**config.mk**
```make
export PLATFORM = sky130hd
export DESIGN_NAME = dcnt_timer_ctl
export DESIGN_NICKNAME = d
export VERILOG_FILES = /design/src/rtl/dcnt_pkg.sv /design/src/rtl/dcnt_nib_ld.sv /design/src/rtl/dcnt_timer_ctl.sv
export SDC_FILE = /design/constraint.sdc
export NUM_CORES = 1
export LEC_CHECK = 0
export BUFFER_PORTS_ARGS = -buffer_cell sky130_fd_sc_hd__buf_2
export CAP_MARGIN = 0
export CORE_ASPECT_RATIO = 1.1
export CORE_UTILIZATION = 53
export CTS_CLUSTER_SIZE = 10
export DETAILED_ROUTE_END_ITERATION = 8
export GPL_TIMING_DRIVEN = 0
export PLACE_DENSITY = 0.9
export SYNTH_ARGS = -nofsm -noshare
export SYNTH_HDL_FRONTEND = slang
export SYNTH_SLANG_ARGS = --single-unit
```
**constraint.sdc**
```tcl
create_clock -name CLK -period 4.7 [get_ports CLK]
set_clock_uncertainty 0.15 [all_clocks]
set_input_delay 0 -clock CLK [delete_from_list [all_inputs] [get_ports CLK]]
set_output_delay 0 -clock CLK [all_outputs]
set_load 0.01 [all_outputs]
```
**src/rtl/dcnt_pkg.sv**
```systemverilog
// Shared types and constants for the cascaded down-counter interval timer.
package dcnt_pkg;

    typedef enum logic [0:0] {
        IDLE,
        RUN
    } state_e;

    localparam logic MODE_ONESHOT  = 1'b0;
    localparam logic MODE_PERIODIC = 1'b1;

    localparam int unsigned NIB_MIN = 1;
    localparam int unsigned NIB_MAX = 8;

endpackage

```
**src/rtl/dcnt_nib_ld.sv**
```systemverilog
// One 4-bit down-counter stage with synchronous load and ripple borrow carry.
module dcnt_nib_ld (
    input  logic       CLK,
    input  logic       CDN,
    input  logic       LD,
    input  logic [3:0] D,
    input  logic       CAI,
    input  logic       EN,
    output logic [3:0] Q,
    output logic       CAO
);

    logic [3:0] q_q;
    logic [3:0] q_d;

    always_comb begin
        q_d = q_q;
        if (LD) begin
            q_d = D;
        end else if (CAI && EN) begin
            q_d = q_q - 4'd1;
        end
    end

    always_ff @(posedge CLK or negedge CDN) begin
        if (!CDN) begin
            q_q <= 4'd0;
        end else begin
            q_q <= q_d;
        end
    end

    assign Q   = q_q;
    // Borrow into the next stage only while this stage is about to underflow.
    assign CAO = CAI & EN & (q_q == 4'd0);

endmodule

```
**src/rtl/dcnt_timer_ctl.sv**
```systemverilog
// Interval-timer controller: sequences a chain of 4-bit down stages, detects terminal
// count, reloads or stops by mode, and keeps a sticky acknowledged interrupt.
module dcnt_timer_ctl
    import dcnt_pkg::*;
#(
    parameter int unsigned NIB = 4,
    localparam int unsigned W  = 4 * NIB
) (
    input  logic         CLK,
    input  logic         CDN,
    input  logic [W-1:0] LOAD_VAL,
    input  logic         START,
    input  logic         STOP,
    input  logic         MODE,
    input  logic         CE,
    input  logic         IACK,
    output logic [W-1:0] CNT,
    output logic         BUSY,
    output logic         TC,
    output logic         IRQ,
    output logic         OVR
);

    if (NIB < NIB_MIN || NIB > NIB_MAX) begin : g_bad_nib
        $error("dcnt_timer_ctl: NIB out of range");
    end

    state_e       state_q, state_d;
    logic         tc_q, tc_d;
    logic         irq_q, irq_d;
    logic         ovr_q, ovr_d;
    logic [W-1:0] cnt;
    logic [NIB:0] carry;
    logic         running;
    logic         cnt_zero;
    logic         term;
    logic         chain_ld;
    logic         chain_en;

    assign running  = (state_q == RUN);
    assign cnt_zero = (cnt == '0);
    // STOP and START both pre-empt the tick arriving in the same cycle.
    assign term     = running & ~STOP & ~START & CE & cnt_zero;
    assign chain_ld = (START & ~STOP) | (term & (MODE == MODE_PERIODIC));
    // Gating on a non-zero count keeps the chain from wrapping to all-ones.
    assign chain_en = running & ~STOP & ~START & ~cnt_zero;
    assign carry[0] = CE;

    for (genvar g = 0; g < NIB; g++) begin : g_nib
        dcnt_nib_ld u_nib (
            .CLK (CLK),
            .CDN (CDN),
            .LD  (chain_ld),
            .D   (LOAD_VAL[4*g +: 4]),
            .CAI (carry[g]),
            .EN  (chain_en),
            .Q   (cnt[4*g +: 4]),
            .CAO (carry[g+1])
        );
    end

    always_comb begin
        state_d = state_q;
        if (STOP) begin
            state_d = IDLE;
        end else if (START) begin
            state_d = RUN;
        end else if (term && (MODE == MODE_ONESHOT)) begin
            state_d = IDLE;
        end
    end

    always_comb begin
        tc_d  = term;
        irq_d = irq_q;
        ovr_d = ovr_q;
        if (term) begin
            irq_d = 1'b1;
            if (IACK) begin
                ovr_d = 1'b0;
            end else if (irq_q) begin
                ovr_d = 1'b1;
            end
        end else if (IACK) begin
            irq_d = 1'b0;
            ovr_d = 1'b0;
        end
    end

    always_ff @(posedge CLK or negedge CDN) begin
        if (!CDN) begin
            state_q <= IDLE;
            tc_q    <= 1'b0;
            irq_q   <= 1'b0;
            ovr_q   <= 1'b0;
        end else begin
            state_q <= state_d;
            tc_q    <= tc_d;
            irq_q   <= irq_d;
            ovr_q   <= ovr_d;
        end
    end

    // The final stage borrow can only rise if the chain were allowed to wrap.
    chain_no_wrap_a : assert property (@(posedge CLK) disable iff (!CDN) !carry[NIB]);

    assign CNT  = cnt;
    assign BUSY = running;
    assign TC   = tc_q;
    assign IRQ  = irq_q;
    assign OVR  = ovr_q;

endmodule

```
## Yosys cells after proc, flatten, opt, wreduce, memory -nomap -nowiden

Index checks and enable logic that the tools add are counted.

- Add/sub/neg operators: 4
- Multiplexer cells: 16
- Bitwise gates (word level): 18
- Reductions and logical operators: 17

Operators by type and width:

| kind | number |
|---|---|
| $mux W4 | 8 |
| $logic_not A16 Y1 | 1 |
| $sub A4 B1 Y4 const B | 4 |
| $and A1 B1 Y1 | 13 |
| $logic_not A4 Y1 | 3 |
| $reduce_bool A2 Y1 | 6 |
| $mux W1 | 8 |
| $logic_and A1 B1 Y1 | 5 |
| $not A1 Y1 | 4 |
| $reduce_bool A3 Y1 | 1 |
| $reduce_and A2 Y1 | 1 |
| $or A1 B1 Y1 | 1 |

- Register bits after elaboration: 20
- Input port bits: 23

## Depth between registers and ports, before layout

- Depth in word-level cells: 13
- Gate-level depth with buffers: 9

## Modules after synthesis

Synthesis repeated with hierarchy kept, for this count alone.

- Cell total of the unflattened synthesis: 128
- Area, all modules: 1,216.2 µm²

By module, submodules not included:

| module | instances | cells an instance | area an instance (µm²) |
|---|---|---|---|
| dcnt_nib_ld | 4 | 26 | 241.5 |
| dcnt_timer_ctl | 1 | 24 | 250.2 |

## Least setup slack after synthesis

OpenSTA, ideal clock, no wires.

- Path type: register -> register
- From: register g_nib[2].u_nib.q_q[0]
- To: register g_nib[0].u_nib.q_q[1]
- Library setup time: 126 ps
- Arrival time: 1,917 ps
- Slack: 2,507 ps
- Cell stages (with the launch flop): 7
- Buffers on the path: 0
- Period minus slack after synthesis: 2,193 ps
- Cell sequence: dfrtp_1 > inv_1 > ha_1 > or3b_1 > o41ai_4 > nor2b_2 > a221o_1

- Cells in the longest elaborated chain, start to end: 5

Ends and longest elaborated chain:

| element | line | RTL |
|---|---|---|
| start: declaration | dcnt_nib_ld.sv:13 | `logic [3:0] q_q;` |
| start signal: assignment | dcnt_nib_ld.sv:29 | `q_q <= q_d;` |
| $logic_not A16 Y1 * | dcnt_timer_ctl.sv:41 | `assign cnt_zero = (cnt == '0);` |
| $and A1 B1 Y1 / $not A1 Y1 (equally long branches) | dcnt_timer_ctl.sv:43, dcnt_timer_ctl.sv:46 |  |
| $and A1 B1 Y1 (on tied branches) | dcnt_timer_ctl.sv:44, dcnt_timer_ctl.sv:46 |  |
| $or A1 B1 Y1 / $logic_and A1 B1 Y1 (equally long branches) | dcnt_timer_ctl.sv:44, dcnt_nib_ld.sv:20 |  |
| $mux W4 / $reduce_bool A2 Y1 (equally long branches) | - |  |
| end signal: assignment | dcnt_nib_ld.sv:29 |  |
| end: declaration | dcnt_nib_ld.sv:13 |  |

Every way passes the cells marked *; elsewhere a longest branch is shown, timed or not.
A chain may end at the register's enable or synchronous reset.

## Final worst setup path

- From: register g_nib[2].u_nib.q_q[0]
- To: register state_q, in the netlist BUSY

- Cells in the longest elaborated chain, start to end: 4

Ends and longest elaborated chain:

| element | line | RTL |
|---|---|---|
| $logic_not A16 Y1 | dcnt_timer_ctl.sv:41 |  |
| $and A1 B1 Y1 | dcnt_timer_ctl.sv:43 | `assign term = running & ~STOP & ~START & CE & cnt_zero;` |
| $logic_and A1 B1 Y1 | dcnt_timer_ctl.sv:68 | `end else if (term && (MODE == MODE_ONESHOT)) begin` |
| $reduce_bool A3 Y1 (no source line) | - |  |
| end signal: assignment | dcnt_timer_ctl.sv:97 | `state_q <= state_d;` |
| end: declaration | dcnt_timer_ctl.sv:28 | `state_e state_q, state_d;` |

Every way passes these cells.

==> flow_metrics.tcl <==
set metrics [dict create \
    status "finished, final reports clean" \
    ys_types 36 \
    ys_seq_area_frac 0.399 \
    min_path_type "input pin to async pin" \
    port_buffers 42 \
    coreArea_um2 2250 \
    final_area_um2 1740 \
    timing.hold.ws_ns 0.00510 \
    final_cell_mix "buf_2 (43), dfrtp_1 (20), dlygate4sd3_1 (20), o21ai_0 (14)" \
    numCtsBuffers 3 \
    min_period_ns 2.67 \
    vias 1317 \
    drt_iter0_markers 58 \
    clk_path_buf_depth 2 \
    crit_type "flop to flop" \
    wire_per_inst_um 14.3 \
    rsz0062_at_grt "false" \
    cp-end-kind "flop" \
    synthTopCellsByArea "dfrtp_1 (40%), ha_1 (8.0%), o21ai_0 (5.6%)" \
    synthSimpleGateAreaFrac 0.236 \
    layout_commonest_cell "buf_2" \
    p_per_area_nw_per_um2 269 \
    hold_viol 0 \
    clock_latency_ns 0.30 \
    synth_mux_area_frac 0 \
    setup_tns_ns 0 \
    fmax_mhz 374 \
    synthCells 136 \
    grt_pass1_wl_um 5260 \
    synthToLayoutAreaGrowth_pct 38.6 \
    grt_pass1_vias 1247 \
    min_period_over_period 0.568 \
    cp-start-kind "flop" \
    die_x_um 48.4 \
    syn_area_um2 1250 \
    wirelength_um 3310 \
    r2r_slack_ns 2.03 \
    worst_pin_slew_ns 0.469 \
    row_count 18 \
    antenna_left 0 \
    synth-async-reset-ratio 1.00 \
    worstPathMaxFanout 5 \
    clock-sinks 20 \
    grt.total_usage 0.273 \
    synth-xor-area-share 0.0209 \
    initial_utilization 0.557 \
    drc 0 \
    fin_nets 234 \
    drive_above_1_share 0.277 \
    syn_nets 167 \
    die_y_um 53.0 \
    synth_top_cell_by_area "dfrtp_1" \
    final_cell_count_no_fill 232 \
    setup-violations-final 0 \
    p_leak_nw 0.848 \
    htree_levels 1 \
    ios 43 \
    ys_seq_elements 20 \
    dp_hpwl_um 2240 \
    synthFlopType "dfrtp_1" \
    slew_viol_final 0 \
    cts.clk_slew.worst_paths_ns 0.12 \
    num_antenna_cells 0 \
    yosysTopAreaCellShare 0.399 \
    max_cap_viol_count 0 \
    syn_avg_cell_area_um2 9.23 \
    drt_pass1_iterations 4 \
    antenna_found_initial 0 \
    viasPerCell 5.68 \
    overflow 0 \
    dpl_cell_area_um2 1500 \
    synth_compound_area_frac 0.208 \
    synth-edff-count 0 \
    timing.max_slew.rel_slack 0.686 \
    synthAdderAreaFrac 0.0798 \
    gp_congestion 0.853 \
    arrival_ns 2.72 \
    rr_startpoint "g_nib[2].u_nib.Q[0]$_DFFE_PN0P_" \
    cts-root-buf "clkbuf_4" \
    grt_max_degree 21 \
    post-place-cells 208 \
    ir_worst_vdd_mv 0.204 \
    critPathLaunch "g_nib[2].u_nib.Q[0]$_DFFE_PN0P_" \
    cts_tree "done" \
    synth_top_family_by_area "simple AND/OR/NAND/NOR gates" \
    cp.required_ns 4.75 \
    die_area_um2 2570 \
    ys_warn_count 0 \
]
[Yosys cell counts, types with 3 or more instances]
cell	instances
dfrtp_1	20
o21ai_0	14
inv_1	12
nand2_1	12
nor2_1	9
nor3_1	9
ha_1	8
a21oi_1	7
nand2b_1	4
a221o_1	3
xnor2_1	3
[cell families after synthesis]
| kind of cell | after synthesis |
|---|---|
| AOI/OAI and AO/OA | 37 |
| xor gates and xnor gates | 3 |
| adders and majority gates | 8 |
| buffers and inverters | 16 |
| DFF | 20 |
| and+or+nand+nor | 52 |
[flip-flops by register name, indices dropped and copies added, names as in the netlist]
signal,cells
g_nib.u_nib.Q,16
BUSY,1
IRQ,1
OVR,1
TC,1
[layer usage]
metal	up-vias	track usage	wire length [um]
met1	625	0.297	1330
met5	-	0	0
met2	62	0.519	1710
met4	0	0.147	95
li1	618	-	-
met3	12	0.0402	170
[timing repair]
action / 4_1_cts / 5_1_grt
setup buffers: 0 / 0
setup endpoints to repair: 0 / 0
gates resized for setup: 0 / 0
endpoints found under the hold margin: 39 / 0
hold buffers: 20 / 0
[worst max-delay path, stage by stage (launching register included)]
cell and delay (ns):
dfrtp_1 0.44, inv_1 0.10, ha_1 0.16, or3b_1 0.45, nor2_1 0.32, nand2_1 0.18, nor2_1 0.12, o21ai_0 0.07
dlygate4sd3_1 0.58
[layout make-up]
| cell class | instances | area, um2 |
|---|---|---|
| buffer | 4 | 25.0 |
| clock buffer | 4 | 36.3 |
| fill | 157 | 513 |
| inverter | 12 | 45.0 |
| multi-input combinational | 100 | 684 |
| sequential | 20 | 500 |
| tap | 30 | 37.5 |
| timing repair buffer | 62 | 410 |
[through the flow]
step | util | setup WS, ns | total power, mW
6_report | 0.772 | 2.03 | 0.468
3_3_place_gp | 0.667 | 2.37 | 0.341
4_1_cts | 0.772 | 2.06 | 0.465
2_1_floorplan | - | 2.51 | 0.296
3_5_place_dp | 0.667 | 2.27 | 0.352
5_1_grt | 0.772 | 1.89 | 0.495
[final timing paths]
| kind | depth (start not counted) | to |
|---|---|---|
| min in group CLK | 4 | g_nib[3].u_nib.Q[2]$_DFFE_PN0P_ |
| setup / recovery | 8 | BUSY$_DFFE_PN0P_ |
| hold / removal | 2 | g_nib[3].u_nib.Q[0]$_DFFE_PN0P_ |
| hold reg to reg | 2 | OVR$_DFFE_PN0P_ |
| setup reg to reg | 8 | BUSY$_DFFE_PN0P_ |
| max in group asynchronous | 2 | g_nib[2].u_nib.Q[0]$_DFFE_PN0P_ |
[where the power goes]
part / switching (mW) / leakage, nW / total (mW) / internal (mW)
Clock: 0.0549 / 0.0210 / 0.102 / 0.0473
Sequential: 0.0265 / 0.244 / 0.220 / 0.193
Combinational: 0.0750 / 0.583 / 0.146 / 0.0714
Total: 0.156 / 0.848 / 0.468 / 0.312
Note: power is estimated with default switching activity, not from simulation.
